[config.mk]
export PLATFORM = sky130hd
export DESIGN_NAME = beta_irq_ctrl
export DESIGN_NICKNAME = d
export VERILOG_FILES = /design/src/rtl/beta_pkg.sv /design/src/rtl/beta_prio_enc.sv /design/src/rtl/beta_irq_ctrl.sv
export SDC_FILE = /design/constraint.sdc
export NUM_CORES = 1
export LEC_CHECK = 0
export ABC_AREA = 1
export BUFFER_PORTS_ARGS = -buffer_cell sky130_fd_sc_hd__buf_2
export CORE_MARGIN = 2
export CORE_UTILIZATION = 50
export CTS_CLUSTER_SIZE = 10
export DETAILED_ROUTE_END_ITERATION = 6
export HOLD_SLACK_MARGIN = 0.05
export PLACE_DENSITY = 0.84
export SYNTH_ARGS = -nofsm -noshare
export SYNTH_HDL_FRONTEND = slang
export SYNTH_SLANG_ARGS = --single-unit
[constraint.sdc]
create_clock -name clk -period 1.95 [get_ports clk]
set_input_delay 0.195 -clock clk [delete_from_list [all_inputs] [get_ports clk]]
set_output_delay 0.195 -clock clk [all_outputs]
set_load 0.1 [all_outputs]
[src/rtl/beta_pkg.sv]
// Shared beta core constants: decoder pc_ctrl codes, interrupt FSM states
// and the config register map of the interrupt controller.
package beta_pkg;

  localparam logic [1:0] PC_NORMAL  = 2'd0;
  localparam logic [1:0] PC_ILLEGAL = 2'd2;
  localparam logic [1:0] PC_IRQ     = 2'd3;

  typedef enum logic [1:0] {
    IDLE = 2'd0,
    REQ  = 2'd1,
    SVC  = 2'd2,
    TRAP = 2'd3
  } irq_state_t;

  localparam logic [1:0] CFG_MASK  = 2'd0;
  localparam logic [1:0] CFG_PEND  = 2'd1;
  localparam logic [1:0] CFG_CAUSE = 2'd2;

endpackage

[src/rtl/beta_prio_enc.sv]
// Fixed-priority encoder: the lowest set request index wins.
module beta_prio_enc #(
  parameter int NUM_SRC = 8,
  parameter int ID_W    = 3
) (
  input  logic [NUM_SRC-1:0] req,
  output logic               valid,
  output logic [ID_W-1:0]    id
);

  always_comb begin
    valid = |req;
    id    = '0;
    // Scan from the top so the lowest asserted index is written last.
    for (int i = NUM_SRC - 1; i >= 0; i--) begin
      if (req[i]) id = ID_W'(i);
    end
  end

endmodule

[src/rtl/beta_irq_ctrl.sv]
// Interrupt and supervisor-mode controller: edge-detected sources, mask,
// pending and cause registers, and the irq/sv_bit request FSM.
//   state | meaning
//   IDLE  | user mode, nothing requested
//   REQ   | irq raised for irq_id, waiting for decoder ack
//   SVC   | supervisor mode servicing an interrupt
//   TRAP  | supervisor mode after an illegal-instruction trap
module beta_irq_ctrl
  import beta_pkg::*;
#(
  parameter int NUM_SRC = 8,
  parameter int ID_W    = (NUM_SRC > 1) ? $clog2(NUM_SRC) : 1
) (
  input  logic               clk,
  input  logic               reset,
  input  logic [NUM_SRC-1:0] irq_src,
  input  logic [1:0]         pc_ctrl,
  input  logic               kernel_exit,
  input  logic               cfg_we,
  input  logic [1:0]         cfg_addr,
  input  logic [31:0]        cfg_wdata,
  output logic [31:0]        cfg_rdata,
  output logic               irq,
  output logic               sv_bit,
  output logic [ID_W-1:0]    irq_id
);

  irq_state_t         state;
  logic [NUM_SRC-1:0] src_q;
  logic [NUM_SRC-1:0] mask;
  logic [NUM_SRC-1:0] pending;
  logic [NUM_SRC-1:0] rise;
  logic [NUM_SRC-1:0] eligible;
  logic [NUM_SRC-1:0] clr_vec;
  logic               win_valid;
  logic [ID_W-1:0]    win_id;
  logic               cause_valid;
  logic               cause_trap;
  logic [ID_W-1:0]    cause_id;
  logic               ack;
  logic               unused_wdata;

  assign unused_wdata = ^cfg_wdata;

  assign rise     = irq_src & ~src_q;
  assign eligible = pending & mask;
  assign ack      = (state == REQ) && (pc_ctrl == PC_IRQ);

  beta_prio_enc #(
    .NUM_SRC (NUM_SRC),
    .ID_W    (ID_W)
  ) u_prio (
    .req   (eligible),
    .valid (win_valid),
    .id    (win_id)
  );

  always_comb begin
    clr_vec = '0;
    if (cfg_we && (cfg_addr == CFG_PEND)) clr_vec = cfg_wdata[NUM_SRC-1:0];
    if (ack) clr_vec[irq_id] = 1'b1;
  end

  // A rise is OR-ed in after the clears so a same-cycle set always wins.
  always_ff @(posedge clk) begin
    if (reset) begin
      src_q   <= '0;
      mask    <= '0;
      pending <= '0;
    end else begin
      src_q   <= irq_src;
      pending <= (pending & ~clr_vec) | rise;
      if (cfg_we && (cfg_addr == CFG_MASK)) mask <= cfg_wdata[NUM_SRC-1:0];
    end
  end

  // Transitions look at the current mask/pending, i.e. before any same-cycle write.
  always_ff @(posedge clk) begin
    if (reset) begin
      state       <= IDLE;
      irq         <= 1'b0;
      sv_bit      <= 1'b0;
      irq_id      <= '0;
      cause_valid <= 1'b0;
      cause_trap  <= 1'b0;
      cause_id    <= '0;
    end else begin
      case (state)
        IDLE: begin
          if (pc_ctrl == PC_ILLEGAL) begin
            state       <= TRAP;
            sv_bit      <= 1'b1;
            cause_valid <= 1'b1;
            cause_trap  <= 1'b1;
            cause_id    <= '0;
          end else if (win_valid) begin
            state  <= REQ;
            irq    <= 1'b1;
            irq_id <= win_id;
          end
        end
        REQ: begin
          if (ack) begin
            state       <= SVC;
            irq         <= 1'b0;
            sv_bit      <= 1'b1;
            cause_valid <= 1'b1;
            cause_trap  <= 1'b0;
            cause_id    <= irq_id;
          end else if (pc_ctrl == PC_ILLEGAL) begin
            state       <= TRAP;
            irq         <= 1'b0;
            sv_bit      <= 1'b1;
            cause_valid <= 1'b1;
            cause_trap  <= 1'b1;
            cause_id    <= '0;
          end else if (!eligible[irq_id]) begin
            state <= IDLE;
            irq   <= 1'b0;
          end
        end
        SVC, TRAP: begin
          if (kernel_exit) begin
            state  <= IDLE;
            sv_bit <= 1'b0;
          end
        end
        default: begin
          state  <= IDLE;
          irq    <= 1'b0;
          sv_bit <= 1'b0;
        end
      endcase
    end
  end

  always_comb begin
    cfg_rdata = '0;
    case (cfg_addr)
      CFG_MASK: cfg_rdata[NUM_SRC-1:0] = mask;
      CFG_PEND: cfg_rdata[NUM_SRC-1:0] = pending;
      CFG_CAUSE: begin
        cfg_rdata[31]       = cause_valid;
        cfg_rdata[30]       = cause_trap;
        cfg_rdata[ID_W-1:0] = cause_id;
      end
      default: cfg_rdata = '0;
    endcase
  end

endmodule

==> out/results.ini <==
[job]
maxCapViolations=0

[power_and_ir_drop]
p_sw_uw=790.2
power_switching_share_pct=40.75
power_density_mw_per_mm2=918.1
vdd_drop_max_mv=0.5079
intPower_mw=1.149
leakage_nw=1.041
pwr-share-comb_pct=32.0
power_frac_seq_pct=43.4
pwr-share-clk_pct=24.6

[yosys]
synth_cell_types=26
ys_seq_area_share_pct=38.27
syn_area_mm2=0.001883
synth_top_area_share_pct=38.27
ys_ff_latch=36
yosys_warnings=0
syn_inst=274
synthTopCellsByArea=dfxtp_1 (38%), nand2_1 (13%), nor2_1 (9.4%)
synth_top_area_cell=dfxtp_1
syn_avg_cell_area_um2=6.872

[clocking]
holdBufCountCts=0
clk_pin_slew_worst_paths_ns=0.07
cts_sinks=36
postCtsResizedCells=0
cts_setup_buffers=0
htree_num_levels=2
cts_tree=built
clockBufferDepth=2
cts_made_buffers=5
clockRootBuffer=clkbuf_8
insertion_delay_ns=0.28

[worst_setup_path]
path_delay_family=flip-flops
crit_required_ns=1.75
crit_type=register to output pin
start_kind=register
crit_arrival_ns=1.27
cp_max_fo=8
crit_chain=buf_2
slowest_stage=dfxtp_1
path_buf_inv=1
end_kind=output pin
cpPeakStageDelay_ns=0.50

[placement]
postPlaceCellArea_mm2=0.002034
post-dp-hpwl_mm=3.331
place_congestion=0.9337
numPortBuffers=38

[floorplan]
start_util_pct=51.83
dieHeight_um=65.37
rows=22
coreArea_mm2=0.003633
fp.dieW_um=65.37
die_area_mm2=0.004273
pin_count=85

[timing]
drv_slew=0
timing.final.hold_violations=0
max_freq_ghz=0.6804
finClkSkew_ns=0.005671
min_period_over_period_pct=75.37
rsz0062_at_grt=false
min_period_ns=1.470
finalSetupViolCount=0
fin_tns_setup_ns=0

[drt]
dr_total_vias=1837
drt_iter0_drc=175
avgRoutedWirePerCell_um=11.71
drc_errors=0
dr.pass1.iters=5
ant_nets=0
routed_wl_mm=4.250
viasPerCell=5.061

[final_layout]
layout-drive-gt1-share_pct=20.95
n_antenna_cell=0
fin_area_mm2=0.002112
final_util_pct=58.13
area_growth_pct=12.16
nNetsFinal=363

[min_path]
hold_path.class=input pin to register

[outcome]
outcome=completed

[grt]
antenna_found_initial=0
gr-total-overflow=0
grt_max_degree=24
grt_first_pass_wirelength_mm=7.141
grt_usage_pct=21.95
grt_pass1_vias=1590

per-stage QoR:
step	worst slack [ns]	instances	hold slack, ns	total power [mW]
floorplan	0.03812	295	0.2866	1.409
global placement	0.4865	356	0.4021	1.464
detailed placement	0.4844	356	0.4109	1.474
CTS	0.4772	363	0.1208	1.948
global route	0.3656	363	0.1408	2.037
finish	0.4804	363	0.1265	1.939
state kept, by name, indices dropped and copies added (netlist names):
| signal | cells |
|---|---|
| sv_bit | 1 |
| irq | 1 |
| pending | 8 |
| irq_id | 3 |
| cause_trap | 1 |
| cause_id | 3 |
| cause_valid | 1 |
| src_q | 8 |
| state | 2 |
| mask | 8 |
layer usage:
layer / global-route usage, % / wire length [um]
met2: 38.14 / 2101
met3: 5.479 / 356
met4: 8.073 / 85
met5: 0 / 0
met1: 26.07 / 1707
cell usage after synthesis (all sizes together):
cell type  count
nand2         65
clkinv         2
inv           29
o21a           1
nand3         16
a31oi          7
nand4          2
o31ai          2
dfxtp         36
a21boi         1
o32ai          1
a211oi         1
clkbuf         2
conb           1
buf           23
a22o           5
a21oi          5
o21ai         15
nor2          60
cell type report:
| cell class | count | area [um2] |
|---|---|---|
| clock buffers | 6 | 72.57 |
| well taps | 48 | 60.06 |
| clock inverters | 1 | 5.005 |
| repair buffers | 38 | 190.2 |
| fillers | 380 | 1521 |
| inverters | 31 | 116.4 |
| multi-input cells | 203 | 947.2 |
| flip-flops and latches | 36 | 720.7 |
placed cells by master, fill, tap and decap left out, types with 3 or more instances in the layout:
master    netlist  layout
o21ai_1         4       4
inv_2           5       5
nor2_4          3       3
a22o_1          5       5
nand3_1        15      15
a31oi_1         7       7
dfxtp_1        36      36
inv_1          24      24
clkbuf_8        0       5
nor2_2         10      10
nor2_1         47      47
nand2_1        63      63
buf_2           1      38
o21ai_0        11      11
a21oi_1         5       5
conb_1          1      22
worst register-to-register path, stage by stage (launching register included):
cell and delay [ns]:
dfxtp_1 0.50, inv_2 0.12, o21ai_1 0.15, nor2_1 0.06, nor2_2 0.10, nand2_2 0.07, nand2_2 0.06, nand2_1 0.05
nand2_1 0.07, nor2_2 0.04
cells by family (layout without fill, tap and decap cells):
logic type	after synthesis	in the layout	synth area share, %
other	1	22	0.1991
AND/OR/NAND/NOR	143	143	32.89
buffers and inverters	56	76	15.62
AO/OA/AOI/OAI	38	38	13.02
flip-flops	36	36	38.27
worst paths after layout:
path	start	endpoint	slack [ns]	cells past startpoint
setup / recovery	irq_id[0]	irq_id[0]	0.48	1
setup reg to reg	irq_id[0]	state[0]	0.64	9
hold / removal	irq_src[5]	src_q[5]	0.13	3
hold reg to reg	src_q[4]	pending[4]	0.43	1
power groups by stage:
stage          clock network, mW  logic, mW  registers [mW]
2_1_floorplan                  0      0.494           0.915
3_3_place_gp                   0      0.610           0.853
3_5_place_dp                   0      0.618           0.856
4_1_cts                    0.488      0.621           0.839
5_1_grt                    0.521      0.668           0.848
6_report                   0.476      0.621           0.841
(Power assumes the default switching activity.)
